<file path="config.mk">
export PLATFORM = sky130hd
export DESIGN_NAME = imem_dmem_arbiter_flat
export DESIGN_NICKNAME = d
export VERILOG_FILES = /design/src/rtl/mem_arb_pkg.sv /design/src/rtl/imem_dmem_arbiter_if.sv /design/src/rtl/imem_dmem_arbiter_owner_fifo.sv /design/src/rtl/imem_dmem_arbiter.sv /design/src/flat_wrapper.sv
export SDC_FILE = /design/constraint.sdc
export NUM_CORES = 1
export LEC_CHECK = 0
export ABC_AREA = 1
export CAP_MARGIN = 40
export CORE_AREA = 2 2 107 109
export DETAILED_ROUTE_END_ITERATION = 7
export DIE_AREA = 0 0 109 111
export GPL_TIMING_DRIVEN = 0
export SLEW_MARGIN = 20
export SYNTH_ARGS = -nofsm -noshare
export SYNTH_HDL_FRONTEND = slang
export SYNTH_SLANG_ARGS = --single-unit
</file>
<file path="constraint.sdc">
create_clock -name clk -period 4.05 [get_ports clk]
set_clock_uncertainty 0.15 [all_clocks]
set_input_delay 0.405 -clock clk [delete_from_list [all_inputs] [get_ports clk]]
set_output_delay 0.405 -clock clk [all_outputs]
set_load 0.02 [all_outputs]
</file>
<file path="src/rtl/mem_arb_pkg.sv">
// Shared types and constants for the instruction/data memory arbiter.
// Latency: n/a (declarations only).
// Backpressure: n/a.
package mem_arb_pkg;

   // Which requester a memory transaction belongs to.
   typedef enum logic {
      OWN_INSTR = 1'b0,
      OWN_DATA  = 1'b1
   } owner_e;

   // IDLE arbitrates every cycle; HOLD_x pins the owner while its request waits for gnt.
   typedef enum logic [1:0] {
      IDLE   = 2'd0,
      HOLD_I = 2'd1,
      HOLD_D = 2'd2
   } arb_state_e;

   // Fetches always read a full word.
   localparam logic [3:0] BE_FULL = 4'hF;

endpackage

</file>
<file path="src/rtl/imem_dmem_arbiter_if.sv">
// Bundle of the fetch, LSU and memory req/gnt/rvalid buses around the arbiter.
// Latency: n/a (wires only).
// Backpressure: mem_gnt_i throttles requests; responses cannot be stalled.
// Ports: instr_* = fetch port, data_* = LSU port, mem_* = shared memory bus.
// Modport slave is the arbiter's view; modport master is the environment's view.
interface imem_dmem_arbiter_if;

   // fetch port
   logic        instr_req_i;
   logic [31:0] instr_addr_i;
   logic        instr_gnt_o;
   logic        instr_rvalid_o;
   logic        instr_err_o;
   logic [31:0] instr_rdata_o;

   // LSU port
   logic        data_req_i;
   logic        data_we_i;
   logic [3:0]  data_be_i;
   logic [31:0] data_addr_i;
   logic [31:0] data_wdata_i;
   logic        data_gnt_o;
   logic        data_rvalid_o;
   logic        data_err_o;
   logic [31:0] data_rdata_o;

   // shared memory bus
   logic        mem_req_o;
   logic        mem_we_o;
   logic [3:0]  mem_be_o;
   logic [31:0] mem_addr_o;
   logic [31:0] mem_wdata_o;
   logic        mem_gnt_i;
   logic        mem_rvalid_i;
   logic        mem_err_i;
   logic [31:0] mem_rdata_i;

   modport slave (
      input  instr_req_i, instr_addr_i,
      input  data_req_i, data_we_i, data_be_i, data_addr_i, data_wdata_i,
      input  mem_gnt_i, mem_rvalid_i, mem_err_i, mem_rdata_i,
      output instr_gnt_o, instr_rvalid_o, instr_err_o, instr_rdata_o,
      output data_gnt_o, data_rvalid_o, data_err_o, data_rdata_o,
      output mem_req_o, mem_we_o, mem_be_o, mem_addr_o, mem_wdata_o
   );

   modport master (
      output instr_req_i, instr_addr_i,
      output data_req_i, data_we_i, data_be_i, data_addr_i, data_wdata_i,
      output mem_gnt_i, mem_rvalid_i, mem_err_i, mem_rdata_i,
      input  instr_gnt_o, instr_rvalid_o, instr_err_o, instr_rdata_o,
      input  data_gnt_o, data_rvalid_o, data_err_o, data_rdata_o,
      input  mem_req_o, mem_we_o, mem_be_o, mem_addr_o, mem_wdata_o
   );

endinterface

</file>
<file path="src/rtl/imem_dmem_arbiter_owner_fifo.sv">
// 1-bit-wide FIFO recording the owner of each accepted memory transaction.
// Latency: push visible at head one cycle later; registers only, no bypass.
// Backpressure: push ignored when full, pop ignored when empty.
// Ports: clk, rstn, push/din, pop, head (oldest entry), full, empty.
module owner_fifo #(
   parameter int DEPTH = 2
) (
   input  logic clk,
   input  logic rstn,
   input  logic push,
   input  logic din,
   input  logic pop,
   output logic head,
   output logic full,
   output logic empty
);

   // Pointers carry one spare bit and wrap at DEPTH; the storage index is the low bits.
   localparam int PW = $clog2(DEPTH) + 1;
   localparam int IW = (DEPTH > 1) ? $clog2(DEPTH) : 1;

   logic [2**IW-1:0] store;
   logic [PW-1:0]    wr_ptr;
   logic [PW-1:0]    rd_ptr;
   logic [PW-1:0]    count;
   logic             do_push;
   logic             do_pop;

   function automatic logic [PW-1:0] next_ptr(input logic [PW-1:0] p);
      return (p == PW'(DEPTH - 1)) ? '0 : p + PW'(1);
   endfunction

   assign full    = (count == PW'(DEPTH));
   assign empty   = (count == '0);
   assign do_push = push && !full;
   assign do_pop  = pop && !empty;
   assign head    = store[rd_ptr[IW-1:0]];

   always_ff @(posedge clk or negedge rstn) begin
      if (!rstn) begin
         store  <= '0;
         wr_ptr <= '0;
         rd_ptr <= '0;
         count  <= '0;
      end else begin
         if (do_push) begin
            store[wr_ptr[IW-1:0]] <= din;
            wr_ptr                <= next_ptr(wr_ptr);
         end
         if (do_pop) begin
            rd_ptr <= next_ptr(rd_ptr);
         end
         case ({do_push, do_pop})
            2'b10:   count <= count + PW'(1);
            2'b01:   count <= count - PW'(1);
            default: count <= count;
         endcase
      end
   end

endmodule

</file>
<file path="src/rtl/imem_dmem_arbiter.sv">
// Shares one memory bus between fetch and LSU; data wins unless fetch is starved.
// Latency: request and response paths are combinational (0 cycles).
// Backpressure: mem_gnt_i stalls the owner; issue stops once MAX_OUTSTANDING are in flight.
// Ports: clk, rstn (async active-low), bus (imem_dmem_arbiter_if.slave).
module imem_dmem_arbiter
   import mem_arb_pkg::*;
#(
   parameter int MAX_OUTSTANDING = 2,
   parameter int STARVE_LIMIT    = 4
) (
   input  logic                  clk,
   input  logic                  rstn,
   imem_dmem_arbiter_if.slave    bus
);

   localparam int CW = $clog2(STARVE_LIMIT + 1);

   arb_state_e    state_q;
   arb_state_e    state_d;
   logic [CW-1:0] starve_q;
   logic [CW-1:0] starve_d;
   owner_e        owner;
   logic          owner_req;
   logic          starved;
   logic          issue;
   logic          accept;
   logic          instr_gnt;
   logic          resp_vld;
   logic          fifo_full;
   logic          fifo_empty;
   logic          fifo_head;

   assign starved = (starve_q == CW'(STARVE_LIMIT));

   // Owner is re-chosen only in IDLE; a pending request keeps its owner so the
   // address on the bus cannot change under the memory.
   always_comb begin
      owner = OWN_DATA;
      case (state_q)
         HOLD_I:  owner = OWN_INSTR;
         HOLD_D:  owner = OWN_DATA;
         default: owner = (starved || !bus.data_req_i) ? OWN_INSTR : OWN_DATA;
      endcase
   end

   assign owner_req = (owner == OWN_INSTR) ? bus.instr_req_i : bus.data_req_i;
   // A full FIFO blocks issue outright, even in a cycle that also pops.
   assign issue     = rstn && owner_req && !fifo_full;
   assign accept    = issue && bus.mem_gnt_i;
   assign instr_gnt = accept && (owner == OWN_INSTR);

   always_comb begin
      state_d = state_q;
      case (state_q)
         IDLE: begin
            if (issue && !bus.mem_gnt_i) begin
               state_d = (owner == OWN_INSTR) ? HOLD_I : HOLD_D;
            end
         end
         HOLD_I, HOLD_D: begin
            if (bus.mem_gnt_i) begin
               state_d = IDLE;
            end
         end
         default: state_d = IDLE;
      endcase
   end

   always_comb begin
      starve_d = '0;
      if (bus.instr_req_i && !instr_gnt) begin
         starve_d = starved ? starve_q : starve_q + CW'(1);
      end
   end

   always_ff @(posedge clk or negedge rstn) begin
      if (!rstn) begin
         state_q  <= IDLE;
         starve_q <= '0;
      end else begin
         state_q  <= state_d;
         starve_q <= starve_d;
      end
   end

   owner_fifo #(
      .DEPTH (MAX_OUTSTANDING)
   ) u_owner_fifo (
      .clk   (clk),
      .rstn  (rstn),
      .push  (accept),
      .din   (owner == OWN_DATA),
      .pop   (bus.mem_rvalid_i),
      .head  (fifo_head),
      .full  (fifo_full),
      .empty (fifo_empty)
   );

   // Responses with nothing outstanding (e.g. stale ones after a reset) are dropped.
   assign resp_vld = rstn && bus.mem_rvalid_i && !fifo_empty;

   // Request mux; every output is forced low while reset is held.
   assign bus.mem_req_o   = issue;
   assign bus.mem_we_o    = rstn && (owner == OWN_DATA) && bus.data_we_i;
   assign bus.mem_be_o    = !rstn ? 4'h0 :
                            (owner == OWN_DATA) ? bus.data_be_i : BE_FULL;
   assign bus.mem_addr_o  = !rstn ? 32'h0 :
                            (owner == OWN_DATA) ? bus.data_addr_i : bus.instr_addr_i;
   assign bus.mem_wdata_o = (rstn && (owner == OWN_DATA)) ? bus.data_wdata_i : 32'h0;

   assign bus.instr_gnt_o = instr_gnt;
   assign bus.data_gnt_o  = accept && (owner == OWN_DATA);

   // Response steering by the oldest outstanding owner.
   assign bus.instr_rvalid_o = resp_vld && (fifo_head == OWN_INSTR);
   assign bus.data_rvalid_o  = resp_vld && (fifo_head == OWN_DATA);
   assign bus.instr_err_o    = resp_vld && bus.mem_err_i && (fifo_head == OWN_INSTR);
   assign bus.data_err_o     = resp_vld && bus.mem_err_i && (fifo_head == OWN_DATA);
   assign bus.instr_rdata_o  = rstn ? bus.mem_rdata_i : 32'h0;
   assign bus.data_rdata_o   = rstn ? bus.mem_rdata_i : 32'h0;

endmodule

</file>
<file path="src/flat_wrapper.sv">
// flat-port wrapper written by rule: the top's interface ports become plain ports
module imem_dmem_arbiter_flat import mem_arb_pkg::*;
#(
   parameter int MAX_OUTSTANDING = 2,
   parameter int STARVE_LIMIT    = 4
)
  (clk, rstn, bus_instr_req_i, bus_instr_addr_i, bus_data_req_i, bus_data_we_i, bus_data_be_i, bus_data_addr_i, bus_data_wdata_i, bus_mem_gnt_i, bus_mem_rvalid_i, bus_mem_err_i, bus_mem_rdata_i, bus_instr_gnt_o, bus_instr_rvalid_o, bus_instr_err_o, bus_instr_rdata_o, bus_data_gnt_o, bus_data_rvalid_o, bus_data_err_o, bus_data_rdata_o, bus_mem_req_o, bus_mem_we_o, bus_mem_be_o, bus_mem_addr_o, bus_mem_wdata_o);
  imem_dmem_arbiter_if bus_i ();
  input  logic clk;
  input  logic rstn;
  input wire logic [$bits(bus_i.instr_req_i)-1:0] bus_instr_req_i;
  input wire logic [$bits(bus_i.instr_addr_i)-1:0] bus_instr_addr_i;
  input wire logic [$bits(bus_i.data_req_i)-1:0] bus_data_req_i;
  input wire logic [$bits(bus_i.data_we_i)-1:0] bus_data_we_i;
  input wire logic [$bits(bus_i.data_be_i)-1:0] bus_data_be_i;
  input wire logic [$bits(bus_i.data_addr_i)-1:0] bus_data_addr_i;
  input wire logic [$bits(bus_i.data_wdata_i)-1:0] bus_data_wdata_i;
  input wire logic [$bits(bus_i.mem_gnt_i)-1:0] bus_mem_gnt_i;
  input wire logic [$bits(bus_i.mem_rvalid_i)-1:0] bus_mem_rvalid_i;
  input wire logic [$bits(bus_i.mem_err_i)-1:0] bus_mem_err_i;
  input wire logic [$bits(bus_i.mem_rdata_i)-1:0] bus_mem_rdata_i;
  output wire logic [$bits(bus_i.instr_gnt_o)-1:0] bus_instr_gnt_o;
  output wire logic [$bits(bus_i.instr_rvalid_o)-1:0] bus_instr_rvalid_o;
  output wire logic [$bits(bus_i.instr_err_o)-1:0] bus_instr_err_o;
  output wire logic [$bits(bus_i.instr_rdata_o)-1:0] bus_instr_rdata_o;
  output wire logic [$bits(bus_i.data_gnt_o)-1:0] bus_data_gnt_o;
  output wire logic [$bits(bus_i.data_rvalid_o)-1:0] bus_data_rvalid_o;
  output wire logic [$bits(bus_i.data_err_o)-1:0] bus_data_err_o;
  output wire logic [$bits(bus_i.data_rdata_o)-1:0] bus_data_rdata_o;
  output wire logic [$bits(bus_i.mem_req_o)-1:0] bus_mem_req_o;
  output wire logic [$bits(bus_i.mem_we_o)-1:0] bus_mem_we_o;
  output wire logic [$bits(bus_i.mem_be_o)-1:0] bus_mem_be_o;
  output wire logic [$bits(bus_i.mem_addr_o)-1:0] bus_mem_addr_o;
  output wire logic [$bits(bus_i.mem_wdata_o)-1:0] bus_mem_wdata_o;
  assign bus_i.instr_req_i = bus_instr_req_i;
  assign bus_i.instr_addr_i = bus_instr_addr_i;
  assign bus_i.data_req_i = bus_data_req_i;
  assign bus_i.data_we_i = bus_data_we_i;
  assign bus_i.data_be_i = bus_data_be_i;
  assign bus_i.data_addr_i = bus_data_addr_i;
  assign bus_i.data_wdata_i = bus_data_wdata_i;
  assign bus_i.mem_gnt_i = bus_mem_gnt_i;
  assign bus_i.mem_rvalid_i = bus_mem_rvalid_i;
  assign bus_i.mem_err_i = bus_mem_err_i;
  assign bus_i.mem_rdata_i = bus_mem_rdata_i;
  assign bus_instr_gnt_o = bus_i.instr_gnt_o;
  assign bus_instr_rvalid_o = bus_i.instr_rvalid_o;
  assign bus_instr_err_o = bus_i.instr_err_o;
  assign bus_instr_rdata_o = bus_i.instr_rdata_o;
  assign bus_data_gnt_o = bus_i.data_gnt_o;
  assign bus_data_rvalid_o = bus_i.data_rvalid_o;
  assign bus_data_err_o = bus_i.data_err_o;
  assign bus_data_rdata_o = bus_i.data_rdata_o;
  assign bus_mem_req_o = bus_i.mem_req_o;
  assign bus_mem_we_o = bus_i.mem_we_o;
  assign bus_mem_be_o = bus_i.mem_be_o;
  assign bus_mem_addr_o = bus_i.mem_addr_o;
  assign bus_mem_wdata_o = bus_i.mem_wdata_o;
  imem_dmem_arbiter #(.MAX_OUTSTANDING(MAX_OUTSTANDING), .STARVE_LIMIT(STARVE_LIMIT)) u_core (.clk(clk), .rstn(rstn), .bus(bus_i));
endmodule
</file>
# Word-level counts from Yosys, hierarchy flattened
# Cells that the tools add are included.
# word_totals
register_bits,13
in_bits,140
output_inout_bits,140
elab_cells,80
# op_classes
addsub,5
magnitude_cmp,3
eq_ne,11
mux,23
bitwise_logic,2
reduce_logical,30
# ops
cell,n
32-bit two-way mux,4
1-bit logical AND,19
2-bit two-way mux,5
"2-bit by 1-bit == test with 1-bit output, second input constant",4
4-bit two-way mux,2
2-bit one-hot mux with 2 select lines,2
"2-bit by 1-bit adder with 2-bit output, second input constant",3
"2-bit == test, second input constant",3
3-bit two-way mux,2
1-bit zero test,5
1-bit two-way mux,5
2-bit zero test,2
"1-bit by 2-bit < comparator with 1-bit output, second input constant",2
"2-bit != test, second input constant",2
"3-bit by 1-bit adder with 3-bit output, second input constant",1
"3-bit == test, second input constant",1
2-bit bitwise mux,1
"2-bit by 1-bit != test with 1-bit output, second input constant",1
1-bit NOT,2
1-bit one-hot mux with 2 select lines,1
2-bit AND reduction,1
2-bit nonzero test,1
2-bit OR reduction,1
"2-bit by 1-bit subtractor with 2-bit output, second input constant",1
3 further kinds,3

# Depth between registers and ports, before layout
# logic_depth
ltp_word,12
ltp_mapped,10
depth_no_buf,10

# Cells and area by module
# A second synthesis with hierarchy kept.
# unflattened
hier_cells,395
area_unflattened_um2,2019.4
# modules_own_cells
mod,n_inst,cells_per_inst,area_each_um2,seq_area_each_um2
imem_dmem_arbiter,1,352,1689.1,125.1
owner_fifo,1,43,330.3,150.1

# Least setup slack after synthesis
# Ideal clock, no wire load.
# synth_path
kind,flip-flop to output port
from,register u_core.state_q[0]
to,output bus_mem_wdata_o[10]
arrival_ns,1.590
required_time_ns,3.495
path_slack_ns,1.905
stages_incl_launch_ff,10
n_path_buf,2
path_cell_list,dfrtp_1 inv_1 ha_1 inv_1 nand3_2 nand2_2 buf_6 nand2_1 buf_4 nor2_1
# synth_via
elab_chain_len,4
word_cells_on_any_way,5
classes_between,2 x eq/ne; 2 x mux; 1 x reduce/logical
# synth_lines
element,line_no,rtl
from (decl),imem_dmem_arbiter.sv:18,arb_state_e state_q;
from (signal assigned),imem_dmem_arbiter.sv:81,state_q <= state_d;
2-bit == test / 2-bit by 1-bit == test with 1-bit output (equally long branches),imem_dmem_arbiter.sv:39,case (state_q)
1-bit one-hot mux with 2 select lines (*),imem_dmem_arbiter.sv:39,
1-bit logical AND (*),imem_dmem_arbiter.sv:109,assign bus.mem_wdata_o = (rstn && (owner == OWN_DATA)) ? bus.data_wdata_i : 32'h0;
32-bit two-way mux (*),imem_dmem_arbiter.sv:109,
to (decl),flat_wrapper.sv:34,output wire logic [$bits(bus_i.mem_wdata_o)-1:0] bus_mem_wdata_o;
# Every way passes the cells marked *; elsewhere a longest branch is shown, timed or not.

# Worst setup path in the final report
# layout_path
from,input rstn
to,output bus_instr_rdata_o[31]
# layout_via
elab_chain_len,1
# layout_lines
element,line_no,rtl
from (decl),flat_wrapper.sv:10,input logic rstn;
32-bit two-way mux,imem_dmem_arbiter.sv:119,assign bus.instr_rdata_o = rstn ? bus.mem_rdata_i : 32'h0;
to (decl),flat_wrapper.sv:25,output wire logic [$bits(bus_i.instr_rdata_o)-1:0] bus_instr_rdata_o;
# No other way between the ends.

==> metrics.csv <==
metric,value,unit
area grow syn2layout,156,%
clock root cell,clkbuf_16,
DRT Pass-1 Iters,6,
"Setup violations, final",0,
Fmax achieved,0.277,GHz
Slew HR,54.7,%
Crit Path Max Fanout,15,
final WL,10600,um
post-synthesis simple-gate area fraction,36.3,%
multiplexer area fraction after synthesis,0,%
Synth Area in Compound Gates,10.7,%
cell area power density,352,mW/mm2
CTS tree,done,
global-route wire length before repair,16000,um
via count,3114,
Mapped Area,0.00196,mm2
initial antenna violation count,0,
Post-CTS Hold Fix Bufs,0,
period utilization,89.3,%
Post-CTS Setup Bufs,0,
CTS buffer count,3,
startpoint types,primary input,
RSZ-0062 raised after global routing,false,
overall global routing resource usage,16.6,%
"FF+latch count, synth",11,
largest net degree at the start of global routing,16,
Static Leak,2.46,nW
Avg WL per Cell,13.3,um
Hold WC Path Type,reg2reg,
# DRC,0,
Clock transition at path regs,0.04,ns
Final min period,3.62,ns
Die Y,111,um
fin. max-slew vios,0,
Critical Path End Type,output port,
CTS resizes,0,
Syn. warnings,0,
Iteration-0 DRC Markers,155,
vias in the first global route,3021,
WP data required,3.49,ns
Gate Count Post-Synth,374,
reg2reg setup slack,1.75,ns
library cells used by synthesis,22,
sequential fraction of the synthesis area,14.1,%
Die Area,0.0121,mm2
antenna-violating nets left,0,
setup tns final,0,ns
peak supply drop,0.246,mV
"worst slack, placed",0.357,ns
port buffer count,279,
Final Hold Fails,0,
GP Congestion,0.902,
"Net Count, Synth",519,
Max clock buf depth,2,
vias per cell,3.89,
layout cells sized above 1,8.22,%
Congestion Overflow GR,0,
Setup Crit Path Kind,in2out,
Die Wd,109,um
Adder-Cell Fraction of Synth Area,3.20,%
outcome,completed,
Worst Tran Pin Value,0.678,ns
Syn Area/Cell,5.23,um2
fin nets,803,
Min Hold Slack,0.330,ns
worst setup margin,0.434,ns
CTS H-tree lvls,1,
core box area,0.0111,mm2
Worst EP arrival,3.06,ns
main combinational cell family by area after synthesis,simple AND/OR/NAND/NOR gates,
CTS Sinks,11,
maxcap violations,0,
Synth Area in XOR/XNOR,2.24,%
Filler Cells Inserted,1125,
Diodes inserted,0,
Initial Util,17.7,%
IO Count,280,
later-pin clock latency in the skew report,0.24,ns
Cell Rows,39,
HPWL Detailed,9160,um
==> power breakdown <==
part | total (mW) | switching (mW) | internal [mW]
clock network | 0.180 | 0.0476 | 0.132
logic | 1.40 | 0.747 | 0.649
registers | 0.188 | 0.0315 | 0.156
total | 1.76 | 0.826 | 0.937
==> layout make-up <==
class | instances | area (um2) | area share, %
clock buffers | 4 | 78.8 | 1.57
repair buffers | 279 | 2790 | 55.8
flip-flops and latches | 11 | 275 | 5.50
inverters | 83 | 312 | 6.22
well taps | 143 | 179 | 3.57
multi-input cells | 230 | 1030 | 20.5
plain buffers | 50 | 344 | 6.87
==> path summary, 6_finish.rpt <==
| path | start | end | cells after the start |
|---|---|---|---|
| worst max-delay path | rstn | bus_instr_rdata_o[31] | 7 |
| worst min-delay path | u_core.state_q[0] | u_core.state_q[0] | 2 |
| worst max register to register | u_core.state_q[1] | u_core.u_owner_fifo.count[1] | 10 |
| worst min register to register | u_core.state_q[0] | u_core.state_q[0] | 2 |
| max in group asynchronous | rstn | u_core.state_q[1] | 1 |
| min in group asynchronous | rstn | u_core.starve_q[2] | 1 |
==> critical path, cell delays in order <==
cell and delay, ns:
clkdlybuf4s50_1 0.91, buf_2 0.37, clkbuf_1 0.39, nand2_1 0.09, inv_1 0.11, buf_4 0.12, clkdlybuf4s50_1 0.66
==> synth_stat cells <==
| cell | n | area (um2) |
|---|---|---|
| nand2_2 | 2 | 12.5 |
| ha_1 | 5 | 62.6 |
| o21ai_2 | 1 | 8.76 |
| nor2_2 | 1 | 6.26 |
| nand3_1 | 4 | 20.0 |
| buf_4 | 38 | 285 |
| buf_6 | 1 | 11.3 |
| xnor2_1 | 3 | 26.3 |
| o21ai_1 | 3 | 15.0 |
| nand4_1 | 1 | 6.26 |
| a21oi_1 | 1 | 5.00 |
| nand3_2 | 2 | 20.0 |
| clkbuf_1 | 6 | 22.5 |
| buf_2 | 5 | 25.0 |
| dfrtp_1 | 11 | 275 |
| nand2_1 | 49 | 184 |
| nor2_1 | 118 | 443 |
| xor2_1 | 2 | 17.5 |
| inv_1 | 83 | 312 |
| nor2_4 | 1 | 11.3 |
| o21ai_0 | 36 | 180 |
| nand3b_1 | 1 | 7.51 |
==> metal layers <==
| metal | share of wire (%) | wire (um) | GRT usage, % |
|---|---|---|---|
| met4 | 0.97 | 103 | 2.82 |
| met2 | 51 | 5450 | 31.4 |
| met3 | 9.1 | 967 | 3.76 |
| met1 | 39 | 4120 | 18.7 |
| met5 | 0 | 0 | 0 |
==> stage by stage <==
stage / instance area (um2) / total power [mW] / instances / util, %
6_report: 5010 / 1.76 / 800 / 45.2
5_1_grt: 5010 / 1.91 / 800 / 45.2
4_1_cts: 5010 / 1.79 / 800 / 45.2
3_5_place_dp: 4930 / 1.60 / 796 / 44.5
3_3_place_gp: 4930 / 1.57 / 796 / 44.5
2_1_floorplan: 1960 / 0.945 / 374 / -
==> cells in the final DEF, fill, tap and decap left out <==
cell type        netlist  layout
clkdlybuf4s50_1        0     279
nor2_1               118     118
inv_1                 83      83
nand2_1               49      49
buf_4                 38      38
o21ai_0               36      36
dfrtp_1               11      11
clkbuf_1               6       7
buf_2                  5       5
ha_1                   5       5
nand3_1                4       4
o21ai_1                3       3
xnor2_1                3       3
clkbuf_16              0       3
nand2_2                2       2
nand3_2                2       2
xor2_1                 2       2
buf_6                  1       1
nor2_2                 1       1
o21ai_2                1       1
nand4_1                1       1
nor2_4                 1       1
a21oi_1                1       1
nand3b_1               1       1
==> sequential cells by signal, indices dropped and copies added (netlist names) <==
signal,flops
u_core.u_owner_fifo.store,2
u_core.u_owner_fifo.wr_ptr,1
u_core.u_owner_fifo.count,2
u_core.starve_q,3
u_core.u_owner_fifo.rd_ptr,1
u_core.state_q,2
==> logic make-up (layout without fill, tap and decap cells) <==
group | after synthesis | after routing
compound gates | 41 | 41
buf+inv | 133 | 416
flops | 11 | 11
fa+ha+maj | 5 | 5
xor+xnor | 5 | 5
simple gates | 179 | 179
(Power assumes the default switching activity.)
